## config.mk

```make
export PLATFORM = sky130hd
export DESIGN_NAME = cache_arbiter
export DESIGN_NICKNAME = d
export VERILOG_FILES = /design/src/rtl/cache_arbiter_pkg.sv /design/src/rtl/cache_arbiter_control.sv /design/src/rtl/cache_arbiter.sv
export SDC_FILE = /design/constraint.sdc
export NUM_CORES = 1
export LEC_CHECK = 0
export ABC_AREA = 1
export BUFFER_PORTS_ARGS = -buffer_cell sky130_fd_sc_hd__buf_2
export CAP_MARGIN = 20
export CORE_AREA = 2 2 273 275
export CTS_CLUSTER_SIZE = 30
export DETAILED_ROUTE_END_ITERATION = 6
export DIE_AREA = 0 0 275 277
export GPL_TIMING_DRIVEN = 0
export PLACE_DENSITY_LB_ADDON = 0.15
export SYNTH_ARGS = -nofsm -noshare
export SYNTH_HDL_FRONTEND = slang
export SYNTH_SLANG_ARGS = --single-unit
```

## constraint.sdc

```tcl
create_clock -name clk -period 1.5 [get_ports clk]
set_input_delay 0.3 -clock clk [delete_from_list [all_inputs] [get_ports clk]]
set_output_delay 0.3 -clock clk [all_outputs]
set_load 0.03 [all_outputs]
```

## src/rtl/cache_arbiter_pkg.sv

```systemverilog
// Shared LC-3b memory-system types used by the cache arbiter.
package lc3b_types;

    typedef logic [15:0]  lc3b_word;
    typedef logic [127:0] lc3b_line;

    typedef enum logic [1:0] {
        IDLE,
        SERVE_I,
        SERVE_D,
        DONE
    } arb_state_t;

endpackage

```

## src/rtl/cache_arbiter_control.sv

```systemverilog
// Arbitration FSM: picks the next requester round-robin and decodes the memory strobes.
module arbiter_control
    import lc3b_types::*;
(
    input  logic clk,
    input  logic reset,
    input  logic i_req_i,
    input  logic d_req_i,
    input  logic op_write_i,
    input  logic pmem_resp_i,
    output logic latch_en_o,
    output logic grant_d_o,
    output logic serve_i_o,
    output logic serve_d_o,
    output logic pmem_read_o,
    output logic pmem_write_o
);

    arb_state_t state_q, state_d;
    logic       last_grant_q, last_grant_d;
    logic       grant_d;

    always_ff @(posedge clk) begin
        if (reset) begin
            state_q      <= IDLE;
            last_grant_q <= 1'b0;
        end else begin
            state_q      <= state_d;
            last_grant_q <= last_grant_d;
        end
    end

    always_comb begin
        state_d      = state_q;
        last_grant_d = last_grant_q;
        latch_en_o   = 1'b0;
        grant_d      = 1'b0;
        case (state_q)
            IDLE: begin
                if (i_req_i || d_req_i) begin
                    // On a tie the cache that did not win last time goes first.
                    grant_d      = (i_req_i && d_req_i) ? ~last_grant_q : d_req_i;
                    latch_en_o   = 1'b1;
                    last_grant_d = grant_d;
                    state_d      = grant_d ? SERVE_D : SERVE_I;
                end
            end
            SERVE_I, SERVE_D: begin
                if (pmem_resp_i) begin
                    state_d = DONE;
                end
            end
            DONE:    state_d = IDLE;
            default: state_d = IDLE;
        endcase
    end

    assign grant_d_o    = grant_d;
    assign serve_i_o    = (state_q == SERVE_I);
    assign serve_d_o    = (state_q == SERVE_D);
    assign pmem_read_o  = serve_i_o || (serve_d_o && !op_write_i);
    assign pmem_write_o = serve_d_o && op_write_i;

endmodule

```

## src/rtl/cache_arbiter.sv

```systemverilog
// Shares one physical-memory port between the I-cache and D-cache of the LC-3b core.
module cache_arbiter
    import lc3b_types::*;
#(
    parameter int ADDR_WIDTH = 16,
    parameter int LINE_WIDTH = 128
) (
    input  logic                  clk,
    input  logic                  reset,
    input  logic                  i_read,
    input  logic [ADDR_WIDTH-1:0] i_address,
    output logic [LINE_WIDTH-1:0] i_rdata,
    output logic                  i_resp,
    input  logic                  d_read,
    input  logic                  d_write,
    input  logic [ADDR_WIDTH-1:0] d_address,
    input  logic [LINE_WIDTH-1:0] d_wdata,
    output logic [LINE_WIDTH-1:0] d_rdata,
    output logic                  d_resp,
    output logic                  pmem_read,
    output logic                  pmem_write,
    output logic [ADDR_WIDTH-1:0] pmem_address,
    output logic [LINE_WIDTH-1:0] pmem_wdata,
    input  logic [LINE_WIDTH-1:0] pmem_rdata,
    input  logic                  pmem_resp
);

    logic [ADDR_WIDTH-1:0] addr_q, addr_d;
    logic [LINE_WIDTH-1:0] wdata_q, wdata_d;
    logic                  write_q, write_d;
    logic                  latch_en, grant_d, serve_i, serve_d;

    arbiter_control u_control (
        .clk          (clk),
        .reset        (reset),
        .i_req_i      (i_read),
        .d_req_i      (d_read || d_write),
        .op_write_i   (write_q),
        .pmem_resp_i  (pmem_resp),
        .latch_en_o   (latch_en),
        .grant_d_o    (grant_d),
        .serve_i_o    (serve_i),
        .serve_d_o    (serve_d),
        .pmem_read_o  (pmem_read),
        .pmem_write_o (pmem_write)
    );

    // A D request with both strobes high is treated as a write.
    always_comb begin
        addr_d  = addr_q;
        wdata_d = wdata_q;
        write_d = write_q;
        if (latch_en) begin
            addr_d  = grant_d ? d_address : i_address;
            write_d = grant_d && d_write;
            if (grant_d) begin
                wdata_d = d_wdata;
            end
        end
    end

    always_ff @(posedge clk) begin
        if (reset) begin
            addr_q  <= '0;
            wdata_q <= '0;
            write_q <= 1'b0;
        end else begin
            addr_q  <= addr_d;
            wdata_q <= wdata_d;
            write_q <= write_d;
        end
    end

    assign pmem_address = addr_q;
    assign pmem_wdata   = wdata_q;
    assign i_rdata      = pmem_rdata;
    assign d_rdata      = pmem_rdata;
    assign i_resp       = serve_i && pmem_resp;
    assign d_resp       = serve_d && pmem_resp;

endmodule
```

# ---- After elaboration in Yosys (flattened, before gate mapping)
# Index checks and enable logic that the tools add are counted.
dict set report word_totals {
  ff_bits 148
  inputBits 294
  output_inout_bits 404
  elab_cells 36
}
dict set report classes {
  eq_ne 5
  mux 10
  n_bitwise 1
  reduce_logical 15
}
# cell n
set op_table {}
lappend op_table {{$mux 16} 1}
lappend op_table {{$logic_and 1x1->1} 6}
lappend op_table {{$mux 2} 3}
lappend op_table {{$pmux 2 s3} 1}
lappend op_table {{$reduce_and 2->1} 3}
lappend op_table {{$mux 1} 5}
lappend op_table {{$eq 2x2->1 const B} 2}
lappend op_table {{$logic_or 1x1->1} 3}
lappend op_table {{$eq 2x1->1 const B} 1}
lappend op_table {{$logic_not 2->1} 1}
lappend op_table {{$ne 2x1->1 const B} 1}
lappend op_table {{$ne 2x2->1 const B} 1}
lappend op_table {{$reduce_or 2->1} 1}
lappend op_table {{$logic_not 1->1} 1}
lappend op_table {{$not 1->1} 1}

# ---- Depth between registers and ports, before layout
dict set report depth {
  ltp_word 6
  mapped_depth 8
  ltp_nobuf 7
}

# ---- Cells and area by module
# A second synthesis with hierarchy kept.
dict set report hier_totals {
  hier_cells 1011
  area_unflattened_um2 7653.6
}
# mod instances cells_per_inst area_per_inst_um2 seq_area_each_um2
set by_module_without_submodules {}
lappend by_module_without_submodules {cache_arbiter 1 973 7422.1 2902.8}
lappend by_module_without_submodules {arbiter_control 1 38 231.5 60.1}

# ---- Least setup slack after synthesis
# No wires, ideal clock.
dict set report synth_path {
  kind {register -> register}
  start {register u_control.state_q[0]}
  end {register wdata_q[100] (netlist: pmem_wdata[100])}
  t_arrival_ps 1241
  setup_slack_ps 127
  stages_incl_launch_ff 9
  n_path_buf 3
  cell_sequence {dfxtp_1 > inv_1 > ha_1 > nand3_2 > buf_4 > buf_6 > buf_4 > nand2_1 > a21oi_1}
}
dict set report synth_via {
  elab_chain_cells 3
  elab_cells_between_ends 4
}
# item line_no
set synth_lines {}
lappend synth_lines {{from (decl)} cache_arbiter_control.sv:19} ;# arb_state_t state_q, state_d;
lappend synth_lines {{from (signal assigned)} cache_arbiter_control.sv:28} ;# state_q <= state_d;
lappend synth_lines {{$logic_not 2->1 (*)} cache_arbiter_control.sv:38} ;# case (state_q)
lappend synth_lines {{$mux 1} cache_arbiter_control.sv:38}
lappend synth_lines {{$reduce_and 2->1 (no source line) (*)} --}
lappend synth_lines {{to (signal assigned)} cache_arbiter.sv:69} ;# wdata_q <= wdata_d;
lappend synth_lines {{to (decl)} cache_arbiter.sv:29} ;# logic [LINE_WIDTH-1:0] wdata_q, wdata_d;
# Every way passes the cells marked *; elsewhere a longest branch is shown, timed or not.
# A chain may end at the register's enable or synchronous reset.

# ---- Worst setup path after layout
dict set report layout_path {
  start {register u_control.state_q[1]}
  end {output port pmem_read}
}
dict set report layout_via {
  elab_chain_cells 3
  elab_cells_between_ends 4
}
# item line_no
set layout_lines {}
lappend layout_lines {{$eq 2x2->1} cache_arbiter_control.sv:60} ;# assign serve_d_o = (state_q == SERVE_D);
lappend layout_lines {{$logic_and 1x1->1} cache_arbiter_control.sv:61} ;# assign pmem_read_o = serve_i_o || (serve_d_o && !op_write_i);
lappend layout_lines {{$logic_or 1x1->1 (*)} cache_arbiter_control.sv:61}
lappend layout_lines {{to (decl)} cache_arbiter.sv:20} ;# output logic pmem_read,
# Marked as above.

==> impl_metrics.csv <==
group,metric,value,unit
synth,syn_area,7545,sq um
worst_setup_path,slowest_delay,340,ps
clocking,cts.clk_slew.worst_paths,70,ps
detailed_routing,wire_per_inst,14.76,um
finish,multi_input_area,2230,sq um
global_routing,grt_pass1_vias,8047,
synth,ys_async_sr_fraction,0,%
synth,yosys.area.top_type,"dfxtp_1",
timing,hold_slack,60.44,ps
clocking,cts.path.max_buffers,2,
worst_setup_path,path_cells,"inv_2, ha_2, o21bai_1, buf_4",
timing,slew_headroom,57.80,%
synth,synth_commonest_cells,"352 x nand2_1, 269 x buf_4, 148 x dfxtp_1",
worst_setup_path,end_kind,"output port",
clocking,cts_root_buf,"clkbuf_16",
flow_run,drv_cap,0,
worst_setup_path,cp_max_fo,3,
global_routing,grt_max_degree,17,
clocking,cts_tree,"yes",
outcome,violations,"negative setup slack",
clocking,cts.sinks,148,
synth,syn-num-nets,1326,
detailed_routing,dr.pass1.iters,4,
placed_design,place_hpwl,31000,um
global_routing,antenna_found_initial,11,
timing,worst_slew_pin_slew,632.9,ps
power,clock_power_share,20.4,%
floorplanning,die-area,76180,sq um
floorplanning,start_util,10.26,%
power,vdd_drop_max,0.7284,mV
worst_setup_path,worstPathRequired,1200,ps
synth,synth_top_family_by_area,"buffers and inverters",
synth,synth_most_common_cell,"nand2_1",
timing,rsz0062_at_grt,"yes",
global_routing,grt.total_usage,9.518,%
power,leakage,6.669,nW
synth,synth_cell_type_count,17,
floorplanning,io_pins,698,
timing,fmax,601.1,MHz
synth,synthXorXnorAreaFrac,0,%
power,powerDensity,1618,nW/um^2
finish,final_area,12710,sq um
timing,fin_crit_sh,110.9,%
synth,synth_edf_count,0,
synth,yosysSeqAreaShare,39.27,%
timing,fin_skew,8.765,ps
worst_setup_path,cpMaxStageDelayCell,"dfxtp_2",
timing,finalSetupViolCount,40,
finish,drive_gt1_share,56.55,%
synth,synthSimpleGateAreaFrac,18.24,%
synth,syn_inst,1029,
timing,setup_slack,-163.6,ps
outcome,status,"finished, violations left",
detailed_routing,drt_iter0_drc,248,
clocking,clkLatencyLatePin,480,ps
finish,syn2layout_area_growth,68.41,%
worst_setup_path,path_class,"reg2out",
synth,ys_ff_latch,148,
detailed_routing,route.detailed.drc,0,
worst_setup_path,start_kind,"flip-flop",
power,p_seq_share,26.9,%
detailed_routing,drt-total-wl,38570,um
power,p_switching,0.009419,W
synth,synth_fa_ha_area_share,0.4975,%
clocking,htreeDepth,4,
min_path,holdCritPathClass,"in2reg",
timing,fin_setup_tns,-852.9,ps
synth,syn_area_per_cell,7.332,sq um
synth,synth_compound_area_share,9.784,%
synth,yosys-top-cells-area,"dfxtp_1 39%, buf_4 27%, nand2_1 18%",
synth,synthFlopType,"dfxtp_1",
worst_setup_path,arrival,1360,ps
detailed_routing,vias,8114,
timing,hold_viol,0,
finish,seq_area,2965,sq um
power,pwr-share-comb,52.7,%
power,p_sw_share,45.81,%
global_routing,grt_pass1_wl,52010,um
power,p_int,0.01114,W
timing,period_needed,1664,ps
floorplanning,core-area,73570,sq um
synth,synth_mux_area_share,0,%
finish,nNetsFinal,1927,
detailed_routing,ant_nets,0,
floorplanning,num_rows,100,
timing,slew_viol_final,0,
floorplanning,die_h,277,um
detailed_routing,avgViaCountPerCell,3.105,
placed_design,port-buffer-count,568,
synth,synth_top_area_share,39.27,%
placed_design,dpl-instance-area,11600,sq um
global_routing,grt_remaining_overflow,0,
placed_design,gp_congestion,0.7473,
finish,fill_cells,8483,
clocking,cts_buffers,17,
floorplanning,die_width,275,um
synth,yosys_warnings,0,
==> layout by cell type (no fill, tap or decap) <==
master	count
buf_2	568
nand2_1	348
buf_4	269
dfxtp_1	146
a21oi_1	140
inv_1	56
clkbuf_16	22
clkbuf_1	13
buf_6	12
buf_12	11
a21oi_2	6
nor2_1	6
buf_8	5
clkinv_2	5
nand2_2	4
clkbuf_8	4
diode_2	3
inv_2	3
clkbuf_2	3
clkinv_4	3
nand3_1	2
ha_4	2
dfxtp_2	2
inv_4	1
o21bai_1	1
nand3_4	1
clkinv_8	1
clkbuf_4	1
nor2_4	1
nand2_4	1
inv_6	1
ha_2	1
clkinvlp_4	1
dlygate4sd3_1	1
==> worst paths after layout <==
check                                                       start                      endpoint  slack (ps)  cells after the start
worst max register to register  u_control.state_q[1]$_SDFFE_PP0P_  pmem_address[2]$_SDFFE_PP0P_         -20                      9
worst min-delay path                                  d_wdata[44]   pmem_wdata[44]$_SDFFE_PP0P_          60                      3
worst max-delay path            u_control.state_q[1]$_SDFFE_PP0P_                     pmem_read        -160                      4
worst min register to register        pmem_wdata[14]$_SDFFE_PP0P_   pmem_wdata[14]$_SDFFE_PP0P_         460                      2
==> worst max-delay path: cells and delay by family (launching register included) <==
kind | cells | cell delay, ps
AO/OA/AOI/OAI | 1 | 150
adder cells (fa/ha/maj) | 1 | 170
flip-flops | 1 | 340
buffers and inverters | 2 | 240
==> power by group through the flow <==
stage	clock, W	sequential, W	combinational [W]
after floorplan	0	0.00760	0.00421
after global placement	0	0.00558	0.00968
after detailed placement	0	0.00561	0.00963
after CTS	0.00448	0.00554	0.00994
after global routing	0.00458	0.00569	0.0119
final	0.00420	0.00552	0.0108
==> sequential cells by signal, indices dropped and copies added, names as in the netlist <==
name	count
write_q	1
pmem_address	16
u_control.state_q	2
pmem_wdata	128
u_control.last_grant_q	1
==> metal layers <==
layer	global-route usage (%)	wire length, um	vias up
met3	4.465	3940	36
li1	-	-	4120
met4	2.924	604	12
met5	0	76	-
met2	17.87	20170	370
met1	9.044	13780	3576
==> area by class of cell <==
cell class / count / share of cell area [%]
Multi-Input combinational cell: 513 / 17.55
Buffer: 305 / 18.78
Antenna cell: 3 / 0.05908
Sequential cell: 148 / 23.34
Inverter: 63 / 2.029
Clock buffer: 22 / 3.811
Timing Repair Buffer: 582 / 24.47
Clock inverter: 8 / 0.4234
Tap cell: 969 / 9.542
==> through the flow <==
| step | cells | utilization, % | total power, W | setup WS (ps) |
|---|---|---|---|---|
| 6_report | 2613 | 17.27 | 0.02056 | -163.6 |
| 5_1_grt | 2611 | 17.26 | 0.02216 | -291.6 |
| 4_1_cts | 2598 | 16.69 | 0.01996 | -246.4 |
| 3_5_place_dp | 2566 | 15.77 | 0.01523 | -583.8 |
| 3_3_place_gp | 2566 | 15.77 | 0.01526 | -588.2 |
| 2_1_floorplan | 1029 | - | 0.01182 | 126.5 |
==> cell families after synthesis <==
family / Yosys count
AOI/OAI and AO/OA: 147
adders and majority gates: 3
buffers and inverters: 368
DFF: 148
and+or+nand+nor: 363
==> what timing repair did <==
action	4_1_cts	5_1_grt
hold endpoints to repair	1	0
resized for setup	39	70
hold buffers	1	0
gates cloned	0	5
pin swaps	2	5
setup endpoints to repair	152	151
buffers inserted	1	7
(Power assumes the default switching activity.)
